==> config.mk <==
export PLATFORM = sky130hd
export DESIGN_NAME = pipe_stage_reg
export DESIGN_NICKNAME = d
export VERILOG_FILES = /design/src/rtl/pipe_reg_pkg.sv /design/src/rtl/pipe_stage_reg_slice.sv /design/src/rtl/pipe_stage_reg.sv
export SDC_FILE = /design/constraint.sdc
export NUM_CORES = 1
export LEC_CHECK = 0
export CAP_MARGIN = 20
export CORE_MARGIN = 1
export CORE_UTILIZATION = 33
export CTS_BUF_LIST = sky130_fd_sc_hd__clkbuf_8 sky130_fd_sc_hd__clkbuf_16
export CTS_CLUSTER_DIAMETER = 80
export CTS_CLUSTER_SIZE = 12
export DETAILED_ROUTE_END_ITERATION = 8
export PLACE_DENSITY = 0.85
export SLEW_MARGIN = 20
export SYNTH_ARGS = -nofsm -noshare
export SYNTH_HDL_FRONTEND = slang
export SYNTH_SLANG_ARGS = --single-unit
==> constraint.sdc <==
create_clock -name clk -period 0.98 [get_ports clk]
set_input_delay 0.196 -clock clk [delete_from_list [all_inputs] [get_ports clk]]
set_output_delay 0.196 -clock clk [all_outputs]
set_load 0.005 [all_outputs]
==> src/rtl/pipe_reg_pkg.sv <==
// Shared constants and control-bundle layouts for pipe_stage_reg instantiation sites.
// Stall-mode encodings, the depth limit and named ctrl structs live here.
package pipe_reg_pkg;

  localparam int STALL_BUBBLE = 0;
  localparam int STALL_HOLD   = 1;
  localparam int DEPTH_MAX    = 4;

  // ID/EX control bundle (16 bits)
  typedef struct packed {
    logic [3:0] alu_op;
    logic       alu_src_a;
    logic       alu_src_b;
    logic       regwrite;
    logic       memread;
    logic       memwrite;
    logic       branch;
    logic       jump;
    logic [2:0] mem_size;
    logic [1:0] wb_sel;
  } id_ex_ctrl_t;

  // EX/MEM control bundle (16 bits)
  typedef struct packed {
    logic       regwrite;
    logic       memread;
    logic       memwrite;
    logic       branch;
    logic       jump;
    logic [2:0] mem_size;
    logic       mem_sext;
    logic [1:0] wb_sel;
    logic [4:0] rsvd;
  } ex_mem_ctrl_t;

  // MEM/WB control bundle (16 bits)
  typedef struct packed {
    logic        regwrite;
    logic        memtoreg;
    logic [1:0]  wb_sel;
    logic [11:0] rsvd;
  } mem_wb_ctrl_t;

endpackage

==> src/rtl/pipe_stage_reg_slice.sv <==
// One pipeline stage: valid/ctrl/data flops with kill and hold handling.
// A kill while holding keeps the stage's own data; otherwise data always follows the source.
module pipe_reg_slice
  import pipe_reg_pkg::*;
#(
  parameter int CTRL_W = 16,
  parameter int DATA_W = 96
) (
  input  logic              clk,
  input  logic              rst,
  input  logic              src_valid,
  input  logic [CTRL_W-1:0] src_ctrl,
  input  logic [DATA_W-1:0] src_data,
  input  logic              kill,
  input  logic              hold,
  output logic              valid_q,
  output logic [CTRL_W-1:0] ctrl_q,
  output logic [DATA_W-1:0] data_q
);

  logic              valid_d;
  logic [CTRL_W-1:0] ctrl_d;
  logic [DATA_W-1:0] data_d;

  always_comb begin
    valid_d = valid_q;
    ctrl_d  = ctrl_q;
    data_d  = data_q;
    if (kill) begin
      valid_d = 1'b0;
      ctrl_d  = '0;
      data_d  = hold ? data_q : src_data;
    end else if (!hold) begin
      // an invalid entry never carries live control
      valid_d = src_valid;
      ctrl_d  = src_valid ? src_ctrl : '0;
      data_d  = src_data;
    end
  end

  always_ff @(posedge clk) begin
    if (rst) begin
      valid_q <= 1'b0;
      ctrl_q  <= '0;
      data_q  <= '0;
    end else begin
      valid_q <= valid_d;
      ctrl_q  <= ctrl_d;
      data_q  <= data_d;
    end
  end

endmodule

==> src/rtl/pipe_stage_reg.sv <==
// DEPTH-stage pipeline register with per-stage flush and bubble/hold stall modes.
// Define PIPE_REG_PERF_EN to build the saturating bubble/flush counters; otherwise they read 0.
module pipe_stage_reg
  import pipe_reg_pkg::*;
#(
  parameter int DATA_W     = 96,
  parameter int CTRL_W     = 16,
  parameter int DEPTH      = 1,
  parameter int STALL_MODE = STALL_BUBBLE,
  parameter int CNT_W      = 16
) (
  input  logic              clk,
  input  logic              rst,
  input  logic              in_valid,
  input  logic [CTRL_W-1:0] in_ctrl,
  input  logic [DATA_W-1:0] in_data,
  input  logic              stall,
  input  logic [DEPTH-1:0]  flush,
  output logic              out_valid,
  output logic [CTRL_W-1:0] out_ctrl,
  output logic [DATA_W-1:0] out_data,
  output logic [CNT_W-1:0]  bubble_cnt,
  output logic [CNT_W-1:0]  flush_cnt
);

  localparam logic HOLD_MODE = (STALL_MODE == STALL_HOLD);

  logic [DEPTH-1:0]  stg_valid;
  logic [CTRL_W-1:0] stg_ctrl [DEPTH];
  logic [DATA_W-1:0] stg_data [DEPTH];
  logic              hold_all;
`ifdef PIPE_REG_PERF_EN
  logic [DEPTH-1:0]  src_valid_vec;
`endif

  assign hold_all = HOLD_MODE && stall;

  for (genvar gi = 0; gi < DEPTH; gi++) begin : g_stage
    logic              s_valid;
    logic [CTRL_W-1:0] s_ctrl;
    logic [DATA_W-1:0] s_data;
    logic              s_kill;

    if (gi == 0) begin : g_head
      // bubble mode turns a stall into a kill of the entering entry only
      assign s_valid = in_valid;
      assign s_ctrl  = in_ctrl;
      assign s_data  = in_data;
      assign s_kill  = flush[0] | (stall & ~HOLD_MODE);
    end else begin : g_chain
      assign s_valid = stg_valid[gi-1];
      assign s_ctrl  = stg_ctrl[gi-1];
      assign s_data  = stg_data[gi-1];
      assign s_kill  = flush[gi];
    end

`ifdef PIPE_REG_PERF_EN
    assign src_valid_vec[gi] = s_valid;
`endif

    pipe_reg_slice #(
      .CTRL_W (CTRL_W),
      .DATA_W (DATA_W)
    ) u_slice (
      .clk       (clk),
      .rst       (rst),
      .src_valid (s_valid),
      .src_ctrl  (s_ctrl),
      .src_data  (s_data),
      .kill      (s_kill),
      .hold      (hold_all),
      .valid_q   (stg_valid[gi]),
      .ctrl_q    (stg_ctrl[gi]),
      .data_q    (stg_data[gi])
    );
  end

  assign out_valid = stg_valid[DEPTH-1];
  assign out_ctrl  = stg_ctrl[DEPTH-1];
  assign out_data  = stg_data[DEPTH-1];

`ifdef PIPE_REG_PERF_EN
  localparam logic [CNT_W-1:0] CNT_ONE = {{(CNT_W-1){1'b0}}, 1'b1};
  localparam logic [CNT_W-1:0] CNT_MAX = '1;

  logic [CNT_W-1:0] bubble_cnt_q, bubble_cnt_d;
  logic [CNT_W-1:0] flush_cnt_q, flush_cnt_d;
  logic             bubble_evt, flush_evt;

  assign bubble_evt = stall && !flush[0] && !HOLD_MODE && in_valid;
  assign flush_evt  = |(flush & src_valid_vec);

  always_comb begin
    bubble_cnt_d = bubble_cnt_q;
    flush_cnt_d  = flush_cnt_q;
    if (bubble_evt && (bubble_cnt_q != CNT_MAX)) bubble_cnt_d = bubble_cnt_q + CNT_ONE;
    if (flush_evt && (flush_cnt_q != CNT_MAX))   flush_cnt_d  = flush_cnt_q + CNT_ONE;
  end

  always_ff @(posedge clk) begin
    if (rst) begin
      bubble_cnt_q <= '0;
      flush_cnt_q  <= '0;
    end else begin
      bubble_cnt_q <= bubble_cnt_d;
      flush_cnt_q  <= flush_cnt_d;
    end
  end

  assign bubble_cnt = bubble_cnt_q;
  assign flush_cnt  = flush_cnt_q;
`else
  assign bubble_cnt = '0;
  assign flush_cnt  = '0;
`endif

endmodule

# Word level (Yosys, flattened, before mapping)
# Cells that the tools add are included.
dict set report op_classes {
  bitwise 2
  n_reduce_logical 2
}
# operator count
set op_table {}
lappend op_table {{$reduce_or A3 Y1} 1}
lappend op_table {{$reduce_or A2 Y1} 1}
lappend op_table {{$not A1 Y1} 1}
lappend op_table {{$or A1 B1 Y1} 1}
dict set report word_totals {
  regBits 113
  inputBits 117
  out_inout_bits 145
  elab_cells 7
}

# Logic depth before layout (Yosys ltp)
dict set report depth {
  depth_word 2
  ltp_mapped 3
}

# By module
# Synthesis repeated with hierarchy kept, for this count alone.
dict set report unflattened {
  hier_cells 419
  area_unflattened_um2 4362.9
}
# module n_inst cells_per_inst area_per_inst_um2 seq_area_each_um2
set by_module_without_submodules {}
lappend by_module_without_submodules {pipe_reg_slice 1 385 4112.7 2262.2}
lappend by_module_without_submodules {pipe_stage_reg 1 34 250.2 0.0}

# Worst setup path before layout
# No wires, ideal clock.
dict set report synth_timing {
  kind {input -> register}
  start {input rst}
  end {register g_stage[0].u_slice.ctrl_q[10]}
  arrival_time_ns 0.834
  setup_slack_ns 0.089
  stages 3
  cell_sequence {nor4b_4 buf_6 and2_2}
}
dict set report synth_via {
  elab_chain_len 1
}
# element line
set synth_rtl {}
lappend synth_rtl {{start, declared} pipe_stage_reg.sv:13} ;# input logic rst,
lappend synth_rtl {{$reduce_or A3 Y1 (no line)} --}
lappend synth_rtl {{end signal, assigned} pipe_stage_reg_slice.sv:48} ;# ctrl_q <= ctrl_d;
lappend synth_rtl {{end, declared} pipe_stage_reg_slice.sv:17} ;# output logic [CTRL_W-1:0] ctrl_q,
# No other way between the ends.
# A chain may end at the register's enable or synchronous reset.

# Worst setup path in the final report
dict set report layout_timing {
  start {register g_stage[0].u_slice.data_q[0]}
  end {output out_data[0]}
}
# element line
set layout_rtl {}
lappend layout_rtl {{start, declared} pipe_stage_reg_slice.sv:18} ;# output logic [DATA_W-1:0] data_q
lappend layout_rtl {{start signal, assigned} pipe_stage_reg_slice.sv:49} ;# data_q <= data_d;
lappend layout_rtl {{end, declared} pipe_stage_reg.sv:21} ;# output logic [DATA_W-1:0] out_data,
# No word-level cell between the ends.

==> flow_summary.ini <==
[synthesis]
synthTopCellsByCount = dfxtp_1 (113), nor2b_1 (86), buf_4 (32)
synth_area_leaders = dfxtp_1 (68%), nor2b_1 (16%), buf_4 (7.2%), and2_2 (3.6%), and2b_1 (2.3%)
synth_area_um2 = 3318
postSynthCellCount = 270
yosysUniqueCellTypes = 11
async_flop_share_pct = 0
synth_flop_cell = dfxtp_1
yosys.area.top_type = dfxtp_1
yosysMostFrequentCell = dfxtp_1
synth.top_cell.area_share_pct = 68.17
synth-edff-count = 0
avgSynthCellArea_um2 = 12.29
synth_warnings = 0
yosysSeqAreaShare_pct = 68.17
ys_seq_elements = 113

[placement]
dp_hpwl_mm = 6.893
pre_cts_ws_ps = -360.0
gp_congestion = 0.8162
place_area_um2 = 5640
io_buffers = 229

[cts]
clock_path_buffers = 2
root_buffer = clkbuf_8
cts_inserted_buffers = 17
cts_tree = yes
path_clk_slew_ps = 60
clock_sinks = 113
htreeDepth = 4

[layout]
drive_gt1_share_pct = 41.63
finalInstanceArea_um2 = 6023
fin_nets = 630
fill_cells = 775
n_antenna_cell = 0
regArea_um2 = 2326
area_delta_synth_final_pct = 81.52
multi_input_area_um2 = 877.1

[route]
drtIter0Drc = 38
drc_errors = 0
antenna_left = 0
via_per_inst = 3.941
wl_per_cell_um = 14.14
dr_total_vias = 2597
first_pass_iters = 4
routed_wl_mm = 9.317

[die]
die_area_um2 = 10460
fp.coreArea_um2 = 9774
pin_count = 262
dieHeight_um = 102.3
start_util_pct = 33.95
die_x_um = 102.3
rows = 36

[setup_path]
crit_path_max_fanout = 1
crit_arrival_ps = 940
slowest_delay_ps = 330
path_delay_family = flip-flops
cp_num_buf_inv = 1
critPathCaptureType = output port
slowest_stage = dfxtp_2
path_class = register to output port
required_ps = 780
crit_chain = buf_6
crit_path_start_kind = register

[global_route]
grt_max_degree = 39
grt_antenna_before_repair = 0
grt_pass1_vias = 2516
gr-total-overflow = 0
track_usage_pct = 17.84
grt_pass1_wl_mm = 13.41

[power_and_ir_drop]
p_sw_mw = 2.397
switching_share_pct = 19.57
cellLeakagePower_nw = 2.761
ir_drop_mv = 0.9091
pwr_density_cell_nw_per_um2 = 2034
p_comb_share_pct = 8.8
p_seq_share_pct = 40.1
p_clk_share_pct = 51.1
p_int_mw = 9.853

[timing]
hold_viol_final = 0
min_period_over_period_pct = 116.1
fin_hold_ws_ps = 120.4
layout_min_cycle_time_ps = 1138
max_freq_ghz = 0.8791
rsz0062_at_grt = yes
slew_viol_final = 0
setup_viol = 113
setup_ws_ps = -157.6

[status]
status = complete, but fails checks
violations = negative setup slack

[hold_path]
hold_start = rst
hold_path.class = input port to register
hold_end = g_stage[0].u_slice.valid_q
hold_depth = 3

[job]
drv_cap = 0
how the worst max path moves through the flow:
stage,from,to,slack [ps],cells after the start
floorplan,rst,g_stage[0].u_slice.ctrl_q[10],90,3
global placement,stall,g_stage[0].u_slice.ctrl_q[3],-330,4
detailed placement,stall,g_stage[0].u_slice.ctrl_q[0],-360,4
CTS,g_stage[0].u_slice.data_q[0],out_data[0],-180,1
global route,g_stage[0].u_slice.data_q[0],out_data[0],-190,1
finish,g_stage[0].u_slice.data_q[0],out_data[0],-160,1
timing repair:
action / 4_1_cts / 5_1_grt
resized for setup: 483 / 55
hold buffers: 1 / 0
endpoints found under the hold margin: 1 / 0
cloned: 0 / 0
endpoints found under the setup margin: 113 / 113
setup buffers: 0 / 0
layout make-up:
class | instances | share of cell area, %
repair buffers | 236 | 33.69
multi-input cells | 145 | 14.56
clock buffers | 23 | 8.247
clock inverters | 9 | 2.119
flip-flops and latches | 113 | 38.62
well taps | 133 | 2.763
metrics by stage:
stage | instances | setup TNS [ps] | utilization [%] | power [mW]
3_5_place_dp | 626 | -6969 | 57.71 | 6.183
6_report | 659 | -14200 | 61.62 | 12.25
3_3_place_gp | 626 | -6084 | 57.71 | 6.151
2_1_floorplan | 301 | 0 | - | 5.321
4_1_cts | 659 | -17200 | 59.33 | 12.30
5_1_grt | 659 | -19610 | 61.62 | 12.74
routing by layer:
layer	global-route usage (%)	wire (µm)	vias to the layer above
li1	-	-	1238
met1	17.54	3251	1192
met2	31.91	4989	156
met3	9.097	967	11
met4	6.813	109	0
met5	0	0	-
power groups by stage:
stage / Sequential [mW] / Clock [mW] / Combinational, mW
final: 4.91 / 6.26 / 1.08
after global routing: 4.93 / 6.64 / 1.17
after CTS: 4.89 / 6.38 / 1.03
after detailed placement: 4.98 / 0 / 1.20
after global placement: 4.97 / 0 / 1.18
after floorplan: 5.01 / 0 / 0.316
state kept, by name, summed over array words and instances (netlist names):
name	flops
g_stage.u_slice.ctrl_q	16
g_stage.u_slice.data_q	96
g_stage.u_slice.valid_q	1
logic make-up after synthesis:
logic type / share of synthesized area (%)
flip-flops: 68.17
buffers and inverters: 8.899
other: 0.1130
AND/OR/NAND/NOR: 22.81
cells in the final DEF, fill, tap and decap left out, drive strengths merged:
| cell | instances |
|---|---|
| and2 | 16 |
| and2b | 10 |
| nor2b | 86 |
| clkbuf | 23 |
| conb | 32 |
| dfxtp | 113 |
| nor4b | 1 |
| dlygate4sd3 | 1 |
| clkinv | 3 |
| bufinv | 3 |
| buf | 120 |
| inv | 1 |
| clkinvlp | 2 |
| clkdlybuf4s50 | 115 |
(Power assumes the default switching activity.)
